[config.mk]
export PLATFORM = sky130hd
export DESIGN_NAME = renas_clk_rst_ctrl
export DESIGN_NICKNAME = d
export VERILOG_FILES = /design/src/rtl/renas_clk_rst_pkg.sv /design/src/rtl/renas_rst_sync.sv /design/src/rtl/renas_clk_rst_ctrl.sv
export SDC_FILE = /design/constraint.sdc
export NUM_CORES = 1
export LEC_CHECK = 0
export ABC_AREA = 0
export BUFFER_PORTS_ARGS = -buffer_cell sky130_fd_sc_hd__buf_2
export CAP_MARGIN = 0
export CORE_ASPECT_RATIO = 1.25
export CORE_UTILIZATION = 32
export DETAILED_ROUTE_END_ITERATION = 8
export GPL_ROUTABILITY_DRIVEN = 1
export PLACE_DENSITY = 0.53
export SETUP_SLACK_MARGIN = 0.02
export SYNTH_ARGS = -nofsm -noshare
export SYNTH_HDL_FRONTEND = slang
export SYNTH_SLANG_ARGS = --single-unit
[constraint.sdc]
create_clock -name clk -period 3.5 [get_ports clk]
set_input_delay 0 -clock clk [delete_from_list [all_inputs] [get_ports clk]]
set_output_delay 0 -clock clk [all_outputs]
set_load 0.02 [all_outputs]
[src/rtl/renas_clk_rst_pkg.sv]
// Shared types and constants for the RENAS clock-enable / reset sequencer.
package renas_clk_rst_pkg;

  typedef enum logic [2:0] {
    ST_IDLE,
    ST_REL_MEM,
    ST_REL_L2,
    ST_REL_L1,
    ST_RUN,
    ST_HOLD
  } rst_state_e;

  localparam int DEF_SYNC_STAGES = 2;
  localparam int DEF_L2_DIV      = 2;
  localparam int DEF_MEM_DIV     = 3;
  localparam int DEF_STAGGER_CYC = 4;

  function automatic int cnt_width(input int n);
    return (n <= 1) ? 1 : $clog2(n);
  endfunction

endpackage

[src/rtl/renas_rst_sync.sv]
// Reset synchronizer: asserts asynchronously, deasserts after SYNC_STAGES clock edges.
module renas_rst_sync #(
  parameter int SYNC_STAGES = 2
) (
  input  logic clk_i,
  input  logic rst_ni,
  output logic rst_sync_o
);

  logic [SYNC_STAGES-1:0] sync_q;

  always_ff @(posedge clk_i or negedge rst_ni) begin
    if (!rst_ni) begin
      sync_q <= '0;
    end else begin
      sync_q <= {sync_q[SYNC_STAGES-2:0], 1'b1};
    end
  end

  assign rst_sync_o = sync_q[SYNC_STAGES-1];

endmodule

[src/rtl/renas_clk_rst_ctrl.sv]
// Staggered reset release (mem, l2, l1, core) with divided clock-enable strobes
// and a software warm-reset path; every output comes straight from a flop.
module renas_clk_rst_ctrl
  import renas_clk_rst_pkg::*;
#(
  parameter int SYNC_STAGES = DEF_SYNC_STAGES,
  parameter int L2_DIV      = DEF_L2_DIV,
  parameter int MEM_DIV     = DEF_MEM_DIV,
  parameter int STAGGER_CYC = DEF_STAGGER_CYC
) (
  input  logic clk,
  input  logic rst_n,
  input  logic sw_rst_req,
  output logic mem_rst_n,
  output logic l2_rst_n,
  output logic l1_rst_n,
  output logic core_rst_n,
  output logic l1_en,
  output logic l2_en,
  output logic mem_en,
  output logic ready,
  output logic rst_cause
);

  localparam int STG_W = cnt_width(STAGGER_CYC);
  localparam int L2_W  = cnt_width(L2_DIV);
  localparam int MEM_W = cnt_width(MEM_DIV);

  localparam logic [STG_W-1:0] STG_LAST = STG_W'(STAGGER_CYC - 1);
  localparam logic [L2_W-1:0]  L2_LAST  = L2_W'(L2_DIV - 1);
  localparam logic [MEM_W-1:0] MEM_LAST = MEM_W'(MEM_DIV - 1);

  logic rst_sync;

  renas_rst_sync #(
    .SYNC_STAGES(SYNC_STAGES)
  ) u_rst_sync (
    .clk_i     (clk),
    .rst_ni    (rst_n),
    .rst_sync_o(rst_sync)
  );

  rst_state_e       state_q, state_d;
  logic [STG_W-1:0] stg_q, stg_d;
  logic [L2_W-1:0]  l2_cnt_q, l2_cnt_d;
  logic [MEM_W-1:0] mem_cnt_q, mem_cnt_d;
  logic             mem_rst_q, l2_rst_q, l1_rst_q, core_rst_q;
  logic             mem_rst_d, l2_rst_d, l1_rst_d, core_rst_d;
  logic             l1_en_q, l2_en_q, mem_en_q, cause_q;
  logic             l1_en_d, l2_en_d, mem_en_d, cause_d;
  logic             active_d, restart_d, stg_done;

  always_comb begin
    state_d  = state_q;
    stg_d    = '0;
    cause_d  = cause_q;
    stg_done = (stg_q == STG_LAST);
    case (state_q)
      ST_IDLE: begin
        if (rst_sync) state_d = ST_REL_MEM;
      end
      ST_REL_MEM: begin
        stg_d = stg_q + STG_W'(1);
        if (stg_done) begin
          state_d = ST_REL_L2;
          stg_d   = '0;
        end
      end
      ST_REL_L2: begin
        stg_d = stg_q + STG_W'(1);
        if (stg_done) begin
          state_d = ST_REL_L1;
          stg_d   = '0;
        end
      end
      ST_REL_L1: begin
        stg_d = stg_q + STG_W'(1);
        if (stg_done) begin
          state_d = ST_RUN;
          stg_d   = '0;
        end
      end
      ST_RUN: begin
        if (sw_rst_req) begin
          state_d = ST_HOLD;
          cause_d = 1'b1;
        end
      end
      ST_HOLD: begin
        stg_d = stg_q + STG_W'(1);
        if (stg_done) begin
          state_d = ST_REL_MEM;
          stg_d   = '0;
        end
      end
      default: state_d = ST_IDLE;
    endcase

    // Both dividers restart together so the strobes stay phase-aligned.
    active_d  = !(state_d inside {ST_IDLE, ST_HOLD});
    restart_d = (state_d == ST_REL_MEM) && (state_q != ST_REL_MEM);

    if (!active_d || restart_d || (l2_cnt_q == L2_LAST)) l2_cnt_d = '0;
    else                                                 l2_cnt_d = l2_cnt_q + L2_W'(1);
    if (!active_d || restart_d || (mem_cnt_q == MEM_LAST)) mem_cnt_d = '0;
    else                                                   mem_cnt_d = mem_cnt_q + MEM_W'(1);

    l1_en_d    = active_d;
    l2_en_d    = active_d && (l2_cnt_d == L2_LAST);
    mem_en_d   = active_d && (mem_cnt_d == MEM_LAST);
    mem_rst_d  = state_d inside {ST_REL_MEM, ST_REL_L2, ST_REL_L1, ST_RUN};
    l2_rst_d   = state_d inside {ST_REL_L2, ST_REL_L1, ST_RUN};
    l1_rst_d   = state_d inside {ST_REL_L1, ST_RUN};
    core_rst_d = (state_d == ST_RUN);
  end

  always_ff @(posedge clk or negedge rst_n) begin
    if (!rst_n) begin
      state_q    <= ST_IDLE;
      stg_q      <= '0;
      l2_cnt_q   <= '0;
      mem_cnt_q  <= '0;
      mem_rst_q  <= 1'b0;
      l2_rst_q   <= 1'b0;
      l1_rst_q   <= 1'b0;
      core_rst_q <= 1'b0;
      l1_en_q    <= 1'b0;
      l2_en_q    <= 1'b0;
      mem_en_q   <= 1'b0;
      cause_q    <= 1'b0;
    end else begin
      state_q    <= state_d;
      stg_q      <= stg_d;
      l2_cnt_q   <= l2_cnt_d;
      mem_cnt_q  <= mem_cnt_d;
      mem_rst_q  <= mem_rst_d;
      l2_rst_q   <= l2_rst_d;
      l1_rst_q   <= l1_rst_d;
      core_rst_q <= core_rst_d;
      l1_en_q    <= l1_en_d;
      l2_en_q    <= l2_en_d;
      mem_en_q   <= mem_en_d;
      cause_q    <= cause_d;
    end
  end

  assign mem_rst_n  = mem_rst_q;
  assign l2_rst_n   = l2_rst_q;
  assign l1_rst_n   = l1_rst_q;
  assign core_rst_n = core_rst_q;
  assign ready      = core_rst_q;
  assign l1_en      = l1_en_q;
  assign l2_en      = l2_en_q;
  assign mem_en     = mem_en_q;
  assign rst_cause  = cause_q;

endmodule
Word-level counts from Yosys, hierarchy flattened
Index checks and enable logic that the tools add are counted.
{"block": "word_totals", "register_bits": 18, "elab_cells": 56}
{"block": "classes", "n_addsub": 3, "muxes": 11, "reduce_logical": 15, "n_eq_ne": 14}
{"cell": "2-to-1 mux 3 bit", "n": 6}
{"cell": "case mux 3 bit (6 select lines)", "n": 1}
{"cell": "equality test 3 x 2 -> 1 bit (second input constant)", "n": 4}
{"cell": "equality test 3 bit (second input constant)", "n": 4}
{"cell": "equality test 2 bit (second input constant)", "n": 3}
{"cell": "equality test 3 x 1 -> 1 bit (second input constant)", "n": 2}
{"cell": "zero test 3 bit", "n": 2}
{"cell": "2-to-1 mux 2 bit", "n": 3}
{"cell": "adder 2 x 1 -> 2 bit (second input constant)", "n": 2}
{"cell": "nonzero test 2 bit", "n": 2}
{"cell": "nonzero test 4 bit", "n": 1}
{"cell": "OR reduction 4 bit", "n": 1}
{"cell": "logical AND 1 bit", "n": 3}
{"cell": "logical OR 1 bit", "n": 3}
{"cell": "inequality test 3 x 1 -> 1 bit (second input constant)", "n": 1}
{"cell": "nonzero test 3 bit", "n": 1}
{"cell": "AND reduction 2 bit", "n": 1}
{"cell": "adder 1 bit (second input constant)", "n": 1}
{"cell": "zero test 1 bit", "n": 1}
{"cell": "2-to-1 mux 1 bit", "n": 1}

Logic depth before layout (Yosys ltp)
Gate-level depths: netlist of the first run.
{"block": "depth", "depth_word": 10, "mapped_depth": 5}

Cells and area by module
From an unflattened synthesis of the first run, not the netlist that was laid out.
{"block": "unflattened", "hier_cells": 59, "hier_area_um2": 734.5}
{"module": "renas_clk_rst_ctrl", "n_inst": 1, "area_per_inst_um2": 680.7, "cells_per_inst": 56}
{"module": "renas_rst_sync", "n_inst": 1, "area_per_inst_um2": 53.8, "cells_per_inst": 3}

Least setup slack after synthesis of the first run
OpenSTA, ideal clock, no wires.
{"block": "synth_path", "path_kind": "reg-to-reg", "start": "register state_q[1]", "end": "register mem_en_q, in the netlist mem_en", "stages_incl_launch_ff": 6, "slack_ns": 2.027, "synth_period_minus_slack_ns": 1.473, "path_buffers": 2, "setup_time_ns": 0.080, "t_arrival_ns": 1.393, "path_cell_list": "dfrtp_1 > buf_6 > or4b_4 > buf_6 > a21o_1 > nor3_2"}
{"block": "synth_via", "elab_chain_cells": 9, "word_cells_on_any_way": 25}
{"item": "start: declaration", "line": "renas_clk_rst_ctrl.sv:43", "text": "rst_state_e state_q, state_d;"}
{"item": "start signal: assignment", "line": "renas_clk_rst_ctrl.sv:132", "text": "state_q <= state_d;"}
{"item": "equality test 3 bit (tied with other cells)", "line": "renas_clk_rst_ctrl.sv:58", "text": "case (state_q)"}
{"item": "case mux 3 bit (6 select lines)", "line": "renas_clk_rst_ctrl.sv:58"}
{"item": "equality test 3 bit (tied with other cells)", "line": "renas_clk_rst_ctrl.sv:100", "text": "active_d = !(state_d inside {ST_IDLE, ST_HOLD});"}
{"item": "nonzero test 2 bit / logical AND 1 bit (equally long branches)", "line": "renas_clk_rst_ctrl.sv:100, renas_clk_rst_ctrl.sv:101"}
{"item": "logical OR 1 bit (2 in a row)", "line": "renas_clk_rst_ctrl.sv:105", "text": "if (!active_d || restart_d || (mem_cnt_q == MEM_LAST)) mem_cnt_d = '0;"}
{"item": "2-to-1 mux 2 bit", "line": "renas_clk_rst_ctrl.sv:105"}
{"item": "equality test 2 bit", "line": "renas_clk_rst_ctrl.sv:110", "text": "mem_en_d = active_d && (mem_cnt_d == MEM_LAST);"}
{"item": "logical AND 1 bit (*)", "line": "renas_clk_rst_ctrl.sv:110"}
{"item": "net mem_en_d", "line": "renas_clk_rst_ctrl.sv:50", "text": "logic l1_en_d, l2_en_d, mem_en_d, cause_d;"}
{"item": "end signal: assignment", "line": "renas_clk_rst_ctrl.sv:142", "text": "mem_en_q <= mem_en_d;"}
{"item": "end: declaration", "line": "renas_clk_rst_ctrl.sv:49", "text": "logic l1_en_q, l2_en_q, mem_en_q, cause_q;"}
Mark *: on every way through the listed nets, which the timed path passes. The rest lies on a longest branch.
A chain may end at the register's enable or synchronous reset.

Worst setup path after layout of the first run
{"block": "layout_path", "start": "register state_q[2]", "end": "register mem_en_q, in the netlist mem_en"}
The elaborated chain is that of the path after synthesis.

==> reports/metrics.csv, run 1 <==
metric;value;unit
register area share after synthesis;61.54;%
Layout Skew;1.181;ps
most frequent cells in the layout;dfrtp_1 (18), buf_2 (11), a21oi_1 (6), nor2_1 (5), nand2_1 (5);
CP max stage delay;610;ps
count of boundary I/O pins;12;
Ys Warns;0;
Leak;0.4066;nW
kind of cell adding the most delay to the critical path;simple AND/OR/NAND/NOR gates;
die height;55.47;microns
CP Capture Type;flop;
drt wl/cell;10.24;microns
Inst Count DP;100;
port bufs;11;
CTS buffer count;3;
Final Max Tran Viols;0;
CTS tree;done;
CTS root buffer;clkbuf_4;
syn nets;68;
CTS max path bufs;2;
GRT Util Overall;10.63;%
register bit total from synthesis;18;
# Post-CTS Setup Buffers;0;
Mapped Cells;63;
period utilisation layout;44.95;%
Critical Path AT;1790;ps
cells along the critical path;or4b_4 > a21o_1 > nor3_2;
Starting Density;33.47;%
Worst EP required;3710;ps
library cells used by synthesis;27;
final WL;1085;microns
Sequential Area;450.4;sq um
NumNets Final;81;
FMAX;635.7;MHz
Critical Path Fanout Max;16;
fillers;236;
Congestion Overflow GR;0;
Area Overhead vs Synth;15.21;%
Antenna Diode Count;0;
fin crit period;1573;ps
WP buf/inv;0;
drt drc;0;
RD Place Congestion;0.7095;
H-tree levels;1;
total power divided by cell area;936.8;nW/um^2
detailed-router iteration count before antenna repair;4;
antenna violations before repair;0;
RSZ-0062 raised after global routing;false;
final hold vios;0;
Worst VDD drop;326.6;uV
final cell count without fillers;106;
core region area;2187;sq um
Multi-input gate area;227.7;sq um
synthesized area per cell;11.62;sq um
final antenna-violating net count;0;
Hold Path Class;input pin to asynchronous set/reset pin;
commonest non-fill, non-tap cell in the layout;dfrtp_1;
CP Class;flop to flop;
status;complete, no violations;
CP max-delay cell;dfrtp_1;
row count;19;
worst skew pair latency;290;ps
largest net degree at the start of global routing;19;
die area;2484;sq um
first-pass GRT wire length;1869;microns
estimated wirelength of the detail-placed design;766.9;microns
via count;472;
Clock Sinks;18;
Iteration-0 DRC Markers;6;
maxcap violations;0;
Post-Syn Area;732.0;sq um
sum of negative setup slack;0;ps
# setup viols final;0;
chip width;44.78;microns
fraction of layout cells with a size suffix above 1;24.00;%
CTS clock-pin slew for the worst setup and hold paths;90;ps
vias per cell;4.453;
Startpoint Class;flop;
vias in the first global route;433;
-- per-stage QoR --
stage / power (mW) / instance area [sq um] / worst slack (ps) / utilization [%] / hold slack, ps
after floorplan: 0.6040 / 732.0 / 2027 / - / -295.6
after global placement: 0.6619 / 787.0 / 2001 / 35.98 / -55.27
after detailed placement: 0.6697 / 787.0 / 1945 / 35.98 / -52.49
after CTS: 0.8003 / 843.3 / 1928 / 38.56 / 169.2
after global routing: 0.8553 / 843.3 / 1809 / 38.56 / 198.7
final: 0.7900 / 843.3 / 1927 / 38.56 / 159.3
-- area by class of cell --
class / instances / area share (%)
clock buffer: 4 / 4.303
tap: 31 / 4.599
timing repair buffer: 13 / 8.902
multi-input combinational: 36 / 27.00
sequential: 18 / 53.41
inverter: 4 / 1.780
-- flip-flops by register name, indices dropped and copies added, names as in the netlist --
name	count
mem_en	1
core_rst_n	1
rst_cause	1
u_rst_sync.sync_q	2
state_q	3
l2_cnt_q	1
mem_rst_n	1
l2_en	1
stg_q	2
mem_cnt_q	2
l1_rst_n	1
l2_rst_n	1
l1_en	1
-- cells in the mapped netlist, drive strengths merged --
| cell | n | area, sq um |
|---|---|---|
| dfrtp | 18 | 450.4 |
| a21oi | 6 | 30.03 |
| nand2 | 5 | 18.77 |
| nor2 | 5 | 18.77 |
| buf | 4 | 35.03 |
| inv | 4 | 15.01 |
| ha | 2 | 25.02 |
| nor3 | 2 | 15.01 |
| o21ai | 2 | 10.01 |
| a2111oi | 1 | 8.760 |
| a211oi | 1 | 7.510 |
| a21o | 1 | 7.510 |
| a31o | 1 | 8.760 |
| and3b | 1 | 8.760 |
| clkbuf | 1 | 3.750 |
| conb | 1 | 3.750 |
| nand2b | 1 | 6.260 |
| o211ai | 1 | 7.510 |
| o21a | 1 | 7.510 |
| o21bai | 1 | 7.510 |
| o31ai | 1 | 7.510 |
| or3 | 1 | 6.260 |
| or4b | 1 | 13.76 |
| xnor2 | 1 | 8.760 |
-- worst register-to-register path: cells and delay by family (launching register included) --
| family | cells | cell delay, ps |
|---|---|---|
| compound gates | 1 | 210 |
| flops | 1 | 610 |
| simple gates | 2 | 680 |
-- report_power, final --
| part | internal (mW) | switching [mW] | total, mW |
|---|---|---|---|
| Clock | 0.0634 | 0.0599 | 0.123 |
| Combinational | 0.127 | 0.179 | 0.306 |
| Sequential | 0.293 | 0.0672 | 0.360 |
-- routing by layer --
layer	part of all wire (%)	GRT usage [%]
met2	47	14.29
met1	45	14.97
met4	3.2	7.792
met3	4.1	1.961
met5	0	0
-- logic make-up after synthesis --
family	share of synthesized area, %
simple gates	11.97
compound gates	14.02
fa+ha+maj	3.418
flops	61.54
other cells	0.5123
buf+inv	7.349
xor+xnor	1.197
-- path summary, 6_finish.rpt --
path	slack (ps)	start	cells after the start	to
worst max-delay path	1930	state_q[2]$_DFF_PN0_	3	mem_en$_DFF_PN0_
worst min-delay path	160	rst_n	2	mem_rst_n$_DFF_PN0_
worst max register to register	1930	state_q[2]$_DFF_PN0_	3	mem_en$_DFF_PN0_
worst min register to register	360	u_rst_sync.sync_q[0]$_DFF_PN0_	0	u_rst_sync.sync_q[1]$_DFF_PN0_
max in group asynchronous	3070	rst_n	2	stg_q[1]$_DFF_PN0_
min in group clk	360	u_rst_sync.sync_q[0]$_DFF_PN0_	0	u_rst_sync.sync_q[1]$_DFF_PN0_
-- what timing repair did --
| item | in CTS | in global routing |
|---|---|---|
| resized for setup | 0 | 0 |
| hold endpoints to repair | 19 | 0 |
| endpoints found under the setup margin | 0 | 0 |
| hold buffers | 2 | 0 |
No activity file was read; power rests on OpenSTA's default activity.
==> inputs of run 2 (changes only) <==
==> constraint.sdc (replaced) <==
create_clock -name clk -period 1.5 [get_ports clk]
set_input_delay 0 -clock clk [delete_from_list [all_inputs] [get_ports clk]]
set_output_delay 0 -clock clk [all_outputs]
set_load 0.02 [all_outputs]
==> reports/metrics.csv, run 2 (synthesis gave the netlist of run 1 again) <==
metric;value;unit
port bufs;11;
largest net degree at the start of global routing;19;
total power divided by cell area;2197;nW/um^2
Sw Share;38.28;%
first-pass GRT wire length;2166;microns
antenna violations before repair;0;
GRT Util Overall;11.97;%
period utilisation layout;90.03;%
clock share of power;15.5;%
max reg flops;3;
H-tree levels;1;
largest register by flop count;state_q;
R2R Path Start;state_q[1]$_DFF_PN0_;
count of boundary I/O pins;12;
Worst VDD drop;739.1;uV
cell-internal power;1.174;mW
Core Util, Final;39.59;%
drt drc;0;
fraction of layout cells with a size suffix above 1;26.92;%
FMAX;740.5;MHz
Worst Setup SP;state_q[1]$_DFF_PN0_;
Leak;0.4214;nW
final WL;1157;microns
flop2flop setup slack;150;ps
CTS max path bufs;2;
Switching Power;0.7283;mW
chip width;44.78;microns
CP Capture Type;flop;
Flop pwr share;39.8;%
RD Place Congestion;0.7327;
row count;19;
drt wl/cell;10.61;microns
Clock Sinks;18;
Startpoint Class;flop;
Critical Path AT;1570;ps
die area;2484;sq um
most frequent cells in the layout;dfrtp_1 (18), buf_2 (11), a21oi_1 (6), nor2_1 (5), nand2_1 (5);
Congestion Overflow GR;0;
Critical Path Fanout Max;6;
Antenna Diode Count;0;
NumNets Final;84;
vias per cell;4.339;
final antenna-violating net count;0;
fillers;233;
RSZ-0062 raised after global routing;false;
CP max-delay cell;or4b_4;
die height;55.47;microns
detailed-router iteration count before antenna repair;3;
CTS root buffer;clkbuf_4;
core region area;2187;sq um
part of the power in combinational logic;44.7;%
commonest non-fill, non-tap cell in the layout;dfrtp_1;
Worst EP required;1720;ps
Worst Setup EP;mem_cnt_q[1]$_DFF_PN0_;
Worst Reg-to-Reg Cells;3;
# Post-CTS Setup Buffers;0;
status;complete, no violations;
CTS clock-pin slew for the worst setup and hold paths;100;ps
cells along the critical path;or4b_4 > a21o_1 > nor2_1;
Multi-input gate area;227.7;sq um
Iteration-0 DRC Markers;3;
via count;473;
maxcap violations;0;
Area Overhead vs Synth;18.29;%
estimated wirelength of the detail-placed design;817.1;microns
sum of negative setup slack;0;ps
Starting Density;33.47;%
final hold vios;0;
Final Max Tran Viols;0;
fin crit period;1350;ps
Sequential Area;450.4;sq um
vias in the first global route;480;
worst r2r dst;mem_cnt_q[1]$_DFF_PN0_;
Hold Path Class;input pin to asynchronous set/reset pin;
CTS buffer count;3;
CP Class;flop to flop;
CTS tree;done;
worst skew pair latency;290;ps
# setup viols final;0;
CP max stage delay;580;ps
Layout Skew;2.345;ps
[run 2: how the worst min path moves through the flow]
stage | startpoint | end | slack, ps
final | rst_n | l1_en$_DFF_PN0_ | 150
after global routing | rst_n | state_q[2]$_DFF_PN0_ | 190
after CTS | rst_n | l1_en$_DFF_PN0_ | 160
after detailed placement | rst_n | l1_en$_DFF_PN0_ | -50
after global placement | rst_n | mem_rst_n$_DFF_PN0_ | -50
after floorplan | rst_n | core_rst_n$_DFF_PN0_ | -300
[run 2: repair_timing]
item                                   in CTS  in global routing
hold buffers                                2                  0
resized for setup                           0                  0
endpoints found under the hold margin      19                  0
[run 2: final cells by class]
type	instances	share of cell area, %
inverters	4	1.734
clock buffers	4	4.191
well taps	31	4.480
flip-flops and latches	18	52.02
multi-input cells	36	26.30
repair buffers	16	11.27
[run 2: layer usage]
layer / share of wire, % / track usage (%) / vias to the layer above
met5: 0 / 0 / -
li1: - / - / 240
met4: 2.3 / 6.494 / 0
met1: 45 / 15.63 / 219
met3: 3.5 / 2.941 / 4
met2: 49 / 17.86 / 10
[run 2: critical path: cells and delay by family (launching register included)]
kind | cells | cell delay, ps
AOI/OAI and AO/OA | 1 | 210
DFF | 1 | 390
and+or+nand+nor | 2 | 680
[run 2: power by group through the flow]
stage	Sequential [mW]	Combinational [mW]	Clock (mW)
floorplan	0.873	0.536	0
global placement	0.761	0.845	0
detailed placement	0.767	0.856	0
CTS	0.760	0.864	0.304
global route	0.784	0.963	0.332
finish	0.757	0.851	0.295
[run 2: per-stage QoR]
| step | instance area [sq um] | setup slack (ps) | hold WS, ps | cells | power, mW |
|---|---|---|---|---|---|
| final | 865.8 | 149.6 | 150.5 | 109 | 1.902 |
| after global routing | 865.8 | 72.76 | 185.1 | 109 | 2.079 |
| after CTS | 865.8 | 134.1 | 161.4 | 109 | 1.927 |
| after detailed placement | 809.5 | 154.8 | -50.60 | 103 | 1.624 |
| after global placement | 809.5 | 192.8 | -53.21 | 103 | 1.606 |
| after floorplan | 732.0 | 27.12 | -295.6 | 63 | 1.409 |
==> inputs of run 3 (changes only) <==
--- a/config.mk
+++ b/config.mk
@@ -7,12 +7,11 @@
 export LEC_CHECK = 0
 export ABC_AREA = 0
 export BUFFER_PORTS_ARGS = -buffer_cell sky130_fd_sc_hd__buf_2
-export CAP_MARGIN = 0
 export CORE_ASPECT_RATIO = 1.25
-export CORE_UTILIZATION = 32
+export CORE_UTILIZATION = 34
 export DETAILED_ROUTE_END_ITERATION = 8
 export GPL_ROUTABILITY_DRIVEN = 1
-export PLACE_DENSITY = 0.53
+export PLACE_DENSITY = 0.56
 export SETUP_SLACK_MARGIN = 0.02
 export SYNTH_ARGS = -nofsm -noshare
 export SYNTH_HDL_FRONTEND = slang
==> reports/metrics.csv, run 3 (synthesis gave the netlist of run 1 again) <==
metric;value;unit
status;complete, but fails checks;
failing checks;design-rule violations;
drt drc;5;
H-tree levels;1;
FMAX;747.7;MHz
CTS clock-pin slew for the worst setup and hold paths;100;ps
commonest non-fill, non-tap cell in the layout;dfrtp_1;
NumNets Final;84;
fin crit period;1337;ps
Layout Skew;1.225;ps
final antenna-violating net count;0;
CP Class;flop to flop;
Critical Path Fanout Max;6;
CTS tree;done;
Multi-input gate area;227.7;sq um
CTS root buffer;clkbuf_4;
cell-internal power;1.175;mW
Startpoint Class;flop;
period utilisation layout;89.16;%
Worst VDD drop;789.6;uV
count of boundary I/O pins;12;
Congestion Overflow GR;0;
final hold vios;0;
Antenna Diode Count;0;
Switching Power;0.7280;mW
fin area;852.1;sq um
drt wl/cell;11.11;microns
Inst Count DP;92;
first-pass GRT wire length;1987;microns
# hold bufs at CTS;2;
core region area;2004;sq um
final WL;1089;microns
chip width;43.50;microns
CTS buffer count;3;
fraction of layout cells with a size suffix above 1;26.92;%
Sequential Area;450.4;sq um
vias per cell;4.908;
RD Place Congestion;0.7916;
Critical Path AT;1560;ps
Placement Cell Area;795.8;sq um
GRT Util Overall;11.93;%
die height;53.88;microns
Area Overhead vs Synth;16.41;%
# Post-CTS Setup Buffers;0;
total power divided by cell area;2233;nW/um^2
Hold Path Class;input pin to asynchronous set/reset pin;
Clock Sinks;18;
max reg flops;3;
CP max stage delay;580;ps
row count;18;
CTS max path bufs;2;
CP Capture Type;flop;
Iteration-0 DRC Markers;11;
antenna violations before repair;0;
fillers;195;
largest register by flop count;state_q;
# setup viols final;0;
sum of negative setup slack;0;ps
estimated wirelength of the detail-placed design;772.8;microns
maxcap violations;0;
final cell count without fillers;98;
most frequent cells in the layout;dfrtp_1 (18), buf_2 (11), a21oi_1 (6), nor2_1 (5), nand2_1 (5);
clock share of power;15.3;%
Worst EP required;1720;ps
CP max-delay cell;or4b_4;
Final Max Tran Viols;0;
worst skew pair latency;280;ps
port bufs;11;
Pwr Total;1.903;mW
Starting Density;36.52;%
PostCTS Resize Cnt;0;
Leak;0.4214;nW
largest net degree at the start of global routing;19;
via count;481;
Sw Share;38.25;%
detailed-router iteration count before antenna repair;6;
RSZ-0062 raised after global routing;false;
Core Util, Final;42.51;%
part of the power in combinational logic;44.5;%
vias in the first global route;456;
die area;2344;sq um
cells along the critical path;or4b_4 > a21o_1 > nor3_2;
Flop pwr share;40.2;%
==> run 3: area by class of cell <==
cell class | instances | area share (%)
clock buffers | 4 | 4.258
well taps | 20 | 2.937
multi-input cells | 36 | 26.73
repair buffers | 16 | 11.45
inverters | 4 | 1.762
flip-flops and latches | 18 | 52.86
==> run 3: per-stage QoR <==
stage / hold WS [ps] / setup slack (ps)
final: 148.0 / 162.6
after global placement: -57.11 / 194.5
after floorplan: -295.6 / 27.12
after global routing: 174.6 / 74.09
after CTS: 163.5 / 156.7
after detailed placement: -59.06 / 174.8
==> run 3: worst paths after layout <==
path | from | end | slack [ps] | cells after the start
worst max-delay path | state_q[1]$_DFF_PN0_ | mem_en$_DFF_PN0_ | 160 | 3
worst min-delay path | rst_n | mem_cnt_q[0]$_DFF_PN0_ | 150 | 2
worst max register to register | state_q[1]$_DFF_PN0_ | mem_en$_DFF_PN0_ | 160 | 3
worst min register to register | u_rst_sync.sync_q[0]$_DFF_PN0_ | u_rst_sync.sync_q[1]$_DFF_PN0_ | 360 | 0
max in group asynchronous | rst_n | stg_q[1]$_DFF_PN0_ | 1090 | 2
min in group clk | u_rst_sync.sync_q[0]$_DFF_PN0_ | u_rst_sync.sync_q[1]$_DFF_PN0_ | 360 | 0
==> run 3: power by group through the flow <==
stage / registers, mW / clock network (mW) / logic (mW)
floorplan: 0.873 / 0 / 0.536
global placement: 0.768 / 0 / 0.830
detailed placement: 0.775 / 0 / 0.839
CTS: 0.764 / 0.299 / 0.851
global route: 0.790 / 0.328 / 0.962
finish: 0.765 / 0.291 / 0.846
==> run 3: metal layers <==
| layer | track usage (%) | routed length, microns | share of wire [%] | vias to the layer above |
|---|---|---|---|---|
| met3 | 2.013 | 33 | 3.0 | 2 |
| met5 | 0 | 0 | 0 | - |
| met1 | 14.59 | 519 | 48 | 231 |
| met2 | 18.69 | 522 | 48 | 9 |
| met4 | 9.375 | 13 | 1.2 | 0 |
| li1 | - | - | - | 239 |
==> run 3: critical path: cells and delay by family (launching register included) <==
family / cells / cell delay [ps]
AOI/OAI and AO/OA: 1 / 210
DFF: 1 / 390
and+or+nand+nor: 2 / 670
